`src/rtl/spi_slave_if.sv`:
```
// SPI slave endpoint with byte-wide parallel side. The SPI pins are
// oversampled in the i_Clk domain: nothing is clocked by the SPI clock.
// Supports all four SPI modes through SPI_MODE.
module spi_slave_if #(
    parameter int SPI_MODE = 0
) (
    input  logic       i_Clk,
    input  logic       i_Rst,
    output logic       o_RX_DV,
    output logic [7:0] o_RX_Byte,
    input  logic       i_TX_DV,
    input  logic [7:0] i_TX_Byte,
    input  logic       i_SPI_Clk,
    output logic       o_SPI_MISO,
    input  logic       i_SPI_MOSI,
    input  logic       i_SPI_CS_n
);

    localparam logic CPOL = (SPI_MODE == 2) || (SPI_MODE == 3);
    localparam logic CPHA = (SPI_MODE == 1) || (SPI_MODE == 3);

    logic       sck_meta, sck_sync, sck_prev;
    logic       cs_meta, cs_sync, cs_prev;
    logic       mosi_meta, mosi_sync;
    logic [2:0] bit_cnt;
    logic [6:0] rx_shift;
    logic [7:0] rx_next;
    logic [7:0] tx_hold;
    logic [7:0] tx_src;
    logic [6:0] tx_shift;

    logic sck_rise, sck_fall, lead_edge, trail_edge;
    logic sample_edge, shift_edge, cs_fall, cs_rise, cs_active;

    // Two-flop synchronizers plus one history flop for edge detection.
    // Idle values (SCK at CPOL, CS deasserted) keep reset from looking like an edge.
    always_ff @(posedge i_Clk) begin
        if (i_Rst) begin
            sck_meta  <= CPOL;
            sck_sync  <= CPOL;
            sck_prev  <= CPOL;
            cs_meta   <= 1'b1;
            cs_sync   <= 1'b1;
            cs_prev   <= 1'b1;
            mosi_meta <= 1'b0;
            mosi_sync <= 1'b0;
        end else begin
            sck_meta  <= i_SPI_Clk;
            sck_sync  <= sck_meta;
            sck_prev  <= sck_sync;
            cs_meta   <= i_SPI_CS_n;
            cs_sync   <= cs_meta;
            cs_prev   <= cs_sync;
            mosi_meta <= i_SPI_MOSI;
            mosi_sync <= mosi_meta;
        end
    end

    assign cs_active   = ~cs_sync;
    assign cs_fall     = ~cs_sync & cs_prev;
    assign cs_rise     = cs_sync & ~cs_prev;
    assign sck_rise    = sck_sync & ~sck_prev;
    assign sck_fall    = ~sck_sync & sck_prev;
    // Leading edge leaves the idle level, trailing edge returns to it.
    assign lead_edge   = cs_active & (CPOL ? sck_fall : sck_rise);
    assign trail_edge  = cs_active & (CPOL ? sck_rise : sck_fall);
    assign sample_edge = CPHA ? trail_edge : lead_edge;
    assign shift_edge  = CPHA ? lead_edge : trail_edge;

    assign rx_next = {rx_shift, mosi_sync};
    // A byte written in the same cycle as a load goes straight out.
    assign tx_src  = i_TX_DV ? i_TX_Byte : tx_hold;

    // RX: shift MOSI on sample edges; the 8th edge publishes the byte.
    always_ff @(posedge i_Clk) begin
        if (i_Rst) begin
            bit_cnt   <= 3'd0;
            rx_shift  <= 7'd0;
            o_RX_Byte <= 8'h00;
            o_RX_DV   <= 1'b0;
        end else begin
            o_RX_DV <= 1'b0;
            if (cs_rise) begin
                // Partial byte is dropped; next frame restarts at bit 7.
                bit_cnt <= 3'd0;
            end else if (sample_edge) begin
                rx_shift <= rx_next[6:0];
                bit_cnt  <= bit_cnt + 3'd1;
                if (bit_cnt == 3'd7) begin
                    o_RX_Byte <= rx_next;
                    o_RX_DV   <= 1'b1;
                end
            end
        end
    end

    // TX holding register: last write wins, survives CS release.
    always_ff @(posedge i_Clk) begin
        if (i_Rst)
            tx_hold <= 8'h00;
        else if (i_TX_DV)
            tx_hold <= i_TX_Byte;
    end

    // TX: a shift edge with the counter at 0 starts a byte (load), the
    // others present the next bit. CPHA=0 also loads on CS fall so the
    // MSB is on MISO before the first sample edge.
    always_ff @(posedge i_Clk) begin
        if (i_Rst) begin
            tx_shift   <= 7'd0;
            o_SPI_MISO <= 1'b1;
        end else if (cs_rise) begin
            o_SPI_MISO <= 1'b1;
        end else if ((!CPHA && cs_fall) || (shift_edge && bit_cnt == 3'd0)) begin
            tx_shift   <= tx_src[6:0];
            o_SPI_MISO <= tx_src[7];
        end else if (shift_edge) begin
            o_SPI_MISO <= tx_shift[6];
            tx_shift   <= {tx_shift[5:0], 1'b0};
        end
    end

endmodule

```
`config.mk`:
```
export PLATFORM = sky130hd
export DESIGN_NAME = spi_slave_if
export DESIGN_NICKNAME = d
export VERILOG_FILES = /design/src/rtl/spi_slave_if.sv
export SDC_FILE = /design/constraint.sdc
export NUM_CORES = 1
export LEC_CHECK = 0
export CORE_ASPECT_RATIO = 2
export CORE_MARGIN = 4
export CORE_UTILIZATION = 40
export CTS_CLUSTER_DIAMETER = 120
export DETAILED_ROUTE_END_ITERATION = 8
export DONT_BUFFER_PORTS = 1
export PLACE_DENSITY = 0.53
export SETUP_SLACK_MARGIN = 0.4
export SYNTH_ARGS = -nofsm -noshare
export SYNTH_HDL_FRONTEND = slang
export SYNTH_SLANG_ARGS = --single-unit
```
`constraint.sdc`:
```
create_clock -name i_Clk -period 1.47 [get_ports i_Clk]
set_clock_uncertainty 0.05 [all_clocks]
set_input_delay 0.147 -clock i_Clk [delete_from_list [all_inputs] [get_ports i_Clk]]
set_output_delay 0.147 -clock i_Clk [all_outputs]
set_load 0.005 [all_outputs]
```
==> flow_results.org, run 1 <==
** Outcome
- The run finished, with violations left.
- Violations in the final reports :: negative hold slack

** Global routing
- Number of antenna violations at the first check in global routing :: 0
- Summed over all layers, the global routing overflow is 0.
- All-layer global routing usage :: 14.9%
- Entering global routing, the biggest net connects 41 pins.
- The first global-routing pass estimated 5820 µm of wire.
- The number of global-route vias before repair was 1225.

** Synth
- Biggest area contributors in the synthesized netlist :: dfxtp_1 (51%), mux2i_1 (10%), nor2_1 (5.8%)
- The share of the Yosys chip area taken by registers is 51.2%.
- Number of library cell types mapped by synthesis :: 27
- Yosys printed 0 warnings.
- The number of nets in the synthesized netlist is 186.
- In the synthesized netlist the async set-or-reset flop fraction comes to 0%.
- Number of cells produced by synthesis :: 169
- Share of the synthesized area in the top cell type :: 51.2%
- Counting instances in the post-synthesis netlist gives the leading cell types as dfxtp_1 (43), nor2_1 (26), nand2_1 (18).
- Dominant cell by count in the synthesized netlist :: dfxtp_1
- For this run, the leading register cell type out of synthesis is dfxtp_1.
- Total of flip-flops plus latches after synthesis :: 43
- The synthesized design contains 0 enable-type register cells.
- Combined area of all synthesized cells :: 1680 µm²
- In this run the mean area of a mapped cell was 9.95 µm².
- dfxtp_1 takes more of the synthesized area than any other cell.

** Timing
- Setup violations remaining at the end of the flow were counted as 0.
- Across all hold checks on the routed design, the worst slack comes to -0.140 ns.
- Slew Viols, Final :: 0
- For the pin with the worst max-slew slack, the measured transition is 0.318 ns.
- Of the available clock period, the critical path in the final layout requires 88.0%.
- The count of final hold-check violations was 30.
- Derived from the worst setup path, the maximum achievable clock frequency is 773 MHz.
- After layout, the minimum clock period comes to 1.29 ns.
- Setup repair after global routing could not meet its margin everywhere.
- Sum of negative setup slack :: 0 ns
- Worst rel slew slack :: 78.2%

** Critical path
- Data arrives at the worst endpoint at 1.45 ns.
- The critical path in this run is classified as flip-flop to flip-flop.
- In this run the worst path has a maximum fanout of 7.
- At the worst endpoint, the required time is 1.63 ns.
- The worst setup path is launched from a flip-flop.
- STA classifies the critical path endpoint as a flip-flop.
- The largest single stage delay on the critical path is 0.36 ns.
- The slowest stage of the critical path is the dfxtp_2 cell.
- Crit path cell chain :: inv_2 -> ha_4 -> inv_4 -> o22ai_4 -> and2_4 -> o32ai_2

** Power
- Static Leakage :: 0.000782 µW
- VDD sags by at most 0.730 mV.
- Pwr Density :: 1080 nW/µm²
- Overall Power :: 2250 µW

** Routing
- The routed design has 3480 µm of wire.
- The detailed router finished its first iteration with 8 violations.
- First-pass DRT Iterations :: 4
- In the routed layout, each cell is associated on average with a via count of 5.00.
- Drc violations :: 0
- After detailed routing, the average wire length per cell comes to 15.0 µm.
- The detail route stage leaves a number of antenna-violating nets equal to 0.
- Total number of vias :: 1161

** Layout
- Final design area excluding fillers :: 2090 µm²
- Antenna Cells :: 0
- Signed area change from the synthesized netlist to the final layout :: 24.1%
- Final core utilization :: 51.1%
- Of the cells placed in the final design, the portion with a size suffix greater than 1 is 34.4%.
- Fill cells :: 379
- Layout net count :: 196

** Floorplan
- Measured along the x axis, the die boundary spans 53.8 µm.
- Starting utilization of the core area :: 41.1%
- Die height :: 99.7 µm
- In this run the standard cell core region covers 4090 µm².
- Num ports :: 24
- Number of rows created at floorplan :: 33
- Total die area :: 5370 µm²

** Placed design
- Gpl congestion :: 0.719
- During placement, the flow inserted port buffers numbering 0.
- Standard cell area after detailed placement :: 1750 µm²
- Detailed placement finished with a half-perimeter wire length of 2260 µm.

** Clocking
- The H-tree was split into 2 levels.
- In this run the deepest clock path goes through 2 buffers.
- Clock-pin slew of the registers on the worst-case setup and hold paths :: 0.09 ns
- Buffers inserted to repair hold after CTS numbered 3.
- Clock tree from TritonCTS :: built
- Sinks on the clock net :: 43
- The cell sitting at the root of the clock tree is a clkbuf_8.
- Insertion delay of the later-clocked pin in the worst-skew pair :: 0.29 ns
- Num CTS Buffers :: 5

** Worst hold path
- Path category of the worst min-delay check :: input pin to flip-flop

** Run
- Max-Cap Viols :: 0
==> final timing paths <==
check,cells after the start,slack [ns],startpoint,endpoint
setup / recovery,6,0.18,bit_cnt[0],tx_shift[6]
hold / removal,1,-0.14,i_Rst,sck_sync
setup reg to reg,6,0.18,bit_cnt[0],tx_shift[6]
hold reg to reg,1,0.36,cs_meta,cs_sync
==> metrics by stage <==
stage	instances	worst slack, ns
floorplan	169	0.268
global route	232	0.106
finish	232	0.177
CTS	230	0.154
detailed placement	215	0.103
global placement	215	0.145
==> registers in the layout, indices dropped and copies added, names as in the netlist <==
register    cells
bit_cnt         3
cs_meta         1
cs_prev         1
cs_sync         1
mosi_meta       1
mosi_sync       1
o_RX_Byte       8
o_RX_DV         1
o_SPI_MISO      1
rx_shift        7
sck_meta        1
sck_prev        1
sck_sync        1
tx_hold         8
tx_shift        7
==> power by group <==
part           switching, µW  total (µW)  internal [µW]  leakage (µW)
Clock                    408         914            506     0.0000581
Sequential              13.4        1210           1190      0.000352
Combinational           52.1         125           73.1      0.000371
Total                    474        2250           1770      0.000782
==> layout by cell type, fill, tap and decap left out, drive strengths merged, types with 6 or more instances in the layout <==
cell type  instances
a21oi             11
dfxtp             43
buf                8
nand2b             7
and2               7
mux2i             17
nand2             18
nor2              26
o32ai              6
==> cell families (layout without fill, tap and decap cells) <==
kind of cell / count (synthesis) / in the layout / share of synthesized area [%]
adder cells (fa/ha/maj): 3 / 3 / 2.23
AO/OA/AOI/OAI: 22 / 23 / 11.5
flip-flops: 43 / 43 / 51.2
buffers and inverters: 14 / 24 / 4.39
multiplexers: 17 / 17 / 10.1
AND/OR/NAND/NOR: 69 / 69 / 20.1
XOR/XNOR: 1 / 1 / 0.521
==> worst max-delay path, delay by kind of cell (launching register included) <==
kind            cells  cell delay (ns)
fa+ha+maj           1             0.16
buf+inv             2             0.12
compound gates      2             0.34
flops               1             0.36
simple gates        1             0.18
==> timing repair <==
item,in CTS,in global routing
endpoints found under the setup margin,27,27
pin swaps,8,14
resized for setup,23,15
hold endpoints to repair,32,30
setup buffers,3,2
gates cloned,1,0
==> routing by layer <==
metal  up-vias  track usage [%]  part of all wire (%)
li1        578                -                     -
met1       556             14.2                    35
met2        21             27.7                    59
met3         6             3.90                   4.7
met4         0             6.50                   2.0
met5         -                0                     0
==> cell type report <==
cell class | instances | area (µm²) | share of cell area [%]
clock buffer | 5 | 68.8 | 3.30
clock inverter | 3 | 43.8 | 2.10
inverter | 5 | 21.3 | 1.02
multi-input combinational | 113 | 908 | 43.5
sequential | 43 | 871 | 41.7
tap | 52 | 65.1 | 3.12
timing repair buffer | 11 | 109 | 5.22
(Power assumes the default switching activity.)
==> inputs of run 2 (changes only) <==
CAP_MARGIN = 20   (was not set)
CELL_PAD_IN_SITES_DETAIL_PLACEMENT = 1   (was not set)
CELL_PAD_IN_SITES_GLOBAL_PLACEMENT = 2   (was not set)
CORE_UTILIZATION = 38   (was 40)
HOLD_SLACK_MARGIN = 0.06   (was not set)
PLACE_DENSITY = 0.74   (was 0.53)
==> flow_results.org, run 2 (same netlist as run 1, synthesis figures left out) <==
** Global routing
- The total global routing track utilization was 15.5% (was 14.9%).
- The pin count of the biggest net entering global routing came to 41 (unchanged).
- The number of global-route vias before repair was 1298 (was 1225).
- Overflow left after global routing :: 0 (unchanged)
- The wire length of the first global-routing pass is 6240 µm (was 5820 µm).
- The initial antenna violation count is 0 (unchanged).

** Power
- The power density relative to cell area is 996 nW/µm² (was 1080 nW/µm²).
- Share of power burned in registers :: 58.7% (was 53.7%)
- The worst supply voltage drop on vdd was 0.706 mV (was 0.730 mV).
- Static Leakage :: 0.000765 µW (was 0.000782 µW)
- The fraction of power spent switching nets came to 22.3% (was 21.1%).
- The clock power share came to 35.1% (was 40.7%).
- The relative contribution of combinational cells to total power is 6.2% (was 5.6%).
- The switching power total is 459 µW (was 474 µW).
- The internal power is 1600 µW (was 1770 µW).

** Critical path
- Setup slack of the worst register-to-register path :: 0.16 ns (was 0.18 ns)
- Depth of the most critical reg-to-reg path :: 6 (unchanged)
- The data arrival time of the critical path is 1.46 ns (was 1.45 ns).
- The nature of the critical path startpoint was a flip-flop (unchanged).
- Critical R2R Launch :: bit_cnt[0] (unchanged)
- Class of the most critical setup path :: flip-flop to flip-flop (unchanged)
- The highest net fanout along the worst path came to 7 (unchanged).
- The critical path data required time was 1.62 ns (was 1.63 ns).
- The nature of the critical path endpoint is a flip-flop (unchanged).
- End of the worst register-to-register path :: tx_shift[6] (unchanged)

** Routing
- The final routed wire length divided by cell count is 16.3 µm (was 15.0 µm).
- The post-route DRC violation count is 0 (unchanged).
- The vias after detailed routing was 1183 (was 1161).
- The average vias per placed instance was 5.03 (was 5.00).
- Routed WL :: 3820 µm (was 3480 µm)
- The number of design-rule violations left by the first detailed-router iteration came to 3 (was 8).
- The residual antenna-violating net count after detailed routing came to 0 (unchanged).
- First-pass DRT Iterations :: 3 (was 4)

** Timing
- The slew of the pin with the lowest slew margin is 0.308 ns (was 0.318 ns).
- The final setup violation count is 0 (unchanged).
- Portion of the clock cycle consumed by the worst path in the final layout :: 89.0% (was 88.0%)
- Total count of hold-check failures in the final report :: 30 (unchanged)
- RSZ-0062 raised after global routing: true (unchanged).
- The number of pins exceeding their max-slew limit in the final report came to 0 (unchanged).
- Worst rel slew slack :: 78.9% (was 78.2%)
- The final period demand of the worst path is 1.31 ns (was 1.29 ns).
- Worst hold-check slack :: -0.123 ns (was -0.140 ns)
- The maximum achievable frequency is 765 MHz (was 773 MHz).
- Crit path setup slack, layout :: 0.162 ns (was 0.177 ns)

** Placed design
- The worst slack at placement came to -0.0262 ns (was 0.103 ns).
- The final HPWL from detailed placement was 2610 µm (was 2260 µm).
- The cell area after placement was 1750 µm² (about the same).
- Port Buf Inserts :: 0 (unchanged)
- Gpl congestion :: 0.688 (was 0.719)

** Floorplan
- The placeable core region was 4300 µm² (was 4090 µm²).
- Num ports :: 24 (unchanged)
- Number of rows created at floorplan :: 34 (was 33)
- Die height :: 102 µm (was 99.7 µm)
- The initial core utilization is 39.1% (was 41.1%).
- The die footprint is 5620 µm² (was 5370 µm²).
- Width of the die :: 55.0 µm (was 53.8 µm)

** Run
- The count of max-cap constraint violations came to 0 (unchanged).

** Layout
- Fill cells :: 487 (was 379)
- Fraction of layout cells with a size suffix above 1 :: 34.8% (was 34.4%)
- The cell area after layout is 2070 µm² (was 2090 µm²).
- The commonest non-fill, non-tap cell in the layout is dfxtp_1 (unchanged).
- Biggest registers after layout :: o_RX_Byte: 8 flops, tx_hold: 8 flops (unchanged)
- Footprint of the multi-input gates :: 910 µm² (was 908 µm²)
- Area used by sequential logic in the layout :: 871 µm² (unchanged)
- Signed area change from the synthesized netlist to the final layout :: 22.9% (was 24.1%)
- Layout net count :: 197 (was 196)
- Top library cells by usage in the layout, fill and taps aside: dfxtp_1 (37), nor2_1 (20), mux2i_1 (17) (was dfxtp_1 (37), nor2_1 (26), mux2i_1 (15)).
- Antenna Cells :: 0 (unchanged)

** Outcome
- Violations in the final reports :: negative hold slack (unchanged)
- Run status :: complete, but fails checks (unchanged)

** Clocking
- Sinks on the clock net :: 43 (unchanged)
- CTS root buf :: clkbuf_8 (unchanged)
- The total clock buffers created by CTS was 5 (unchanged).
- Clock Path Buffers :: 2 (unchanged)
- Clock tree from TritonCTS :: built (unchanged)
- The number of H-tree branching levels is 2 (unchanged).
- Hold buffer count at cts :: 3 (unchanged)
- The clock slew at the register clock pins of the worst setup and hold paths was 0.08 ns (was 0.09 ns).
- Insertion delay of the later-clocked pin in the worst-skew pair :: 0.29 ns (about the same)

** Worst hold path
- Worst hold path depth :: 1 (unchanged)
- Hold EP :: tx_shift[0] (was sck_sync)
- The class of the tightest hold or removal check is input pin to flip-flop (unchanged).
- Hold wc startpoint :: i_Rst (unchanged)
[run 2: cell count changes in the layout (fill, tap and decap cells not counted), moves of 2 or more]
| cell | delta |
|---|---|
| nor2_1 | -6 |
| nor2_2 | +5 |
| a21oi_1 | +2 |
| a21oi_2 | -2 |
| buf_4 | +2 |
| mux2i_1 | +2 |
| mux2i_2 | -2 |
| nand2_1 | +2 |
| nand2_2 | -2 |
[run 2: worst max path at each step]
stage	startpoint	end	slack, ns	cells after the start
after CTS	bit_cnt[1]	tx_shift[2]	0.13	6
after global placement	bit_cnt[0]	o_RX_Byte[2]	0.09	5
final	bit_cnt[0]	tx_shift[6]	0.16	6
after detailed placement	bit_cnt[0]	o_RX_Byte[2]	-0.03	5
after floorplan	sck_sync	tx_shift[2]	0.27	5
after global routing	bit_cnt[0]	tx_shift[4]	0.12	6
[run 2: layout make-up]
cell class	instances	area share [%]
multi-input combinational	113	44.0
inverter	5	1.03
clock buffer	6	3.51
sequential	43	42.1
timing repair buffer	12	5.45
clock inverter	2	0.605
tap	54	3.27
[run 2: worst max-delay path, cell delays in order, from the launching register on]
cell	delay, ns
dfxtp_2	0.35
inv_2	0.05
ha_4	0.15
inv_4	0.08
o22ai_4	0.10
and2_4	0.18
o32ai_2	0.26
[run 2: stage by stage]
| step | total power [µW] | util [%] | hold WS, ns | TNS (ns) | instances |
|---|---|---|---|---|---|
| floorplan | 1330 | - | 0.201 | 0 | 169 |
| global placement | 1330 | 40.7 | 0.173 | 0 | 217 |
| detailed placement | 1330 | 40.7 | 0.176 | -0.0262 | 217 |
| CTS | 2080 | 46.0 | -0.144 | 0 | 233 |
| global route | 2170 | 48.1 | -0.150 | 0 | 235 |
| finish | 2060 | 48.1 | -0.123 | 0 | 235 |
[run 2: metal layers]
metal  global-route usage [%]  part of all wire, %
met5                        0                    0
met4                     5.62                  1.5
met3                     3.50                  3.4
met2                     30.2                   62
met1                     14.6                   33
[run 2: power by group through the flow]
stage          logic (µW)  clock network, µW  registers [µW]
2_1_floorplan        97.0                  0            1230
3_3_place_gp         92.3                  0            1230
3_5_place_dp         95.7                  0            1230
4_1_cts               116                759            1210
5_1_grt               137                819            1210
6_report              127                723            1210
[run 2: repair_timing]
| item | in CTS | in global routing |
|---|---|---|
| endpoints found under the setup margin | 27 | 27 |
| pin swaps | 5 | 10 |
| gates resized for setup | 18 | 21 |
| hold endpoints to repair | 38 | 35 |
| cloned | 1 | 0 |
| buffers inserted | 4 | 2 |
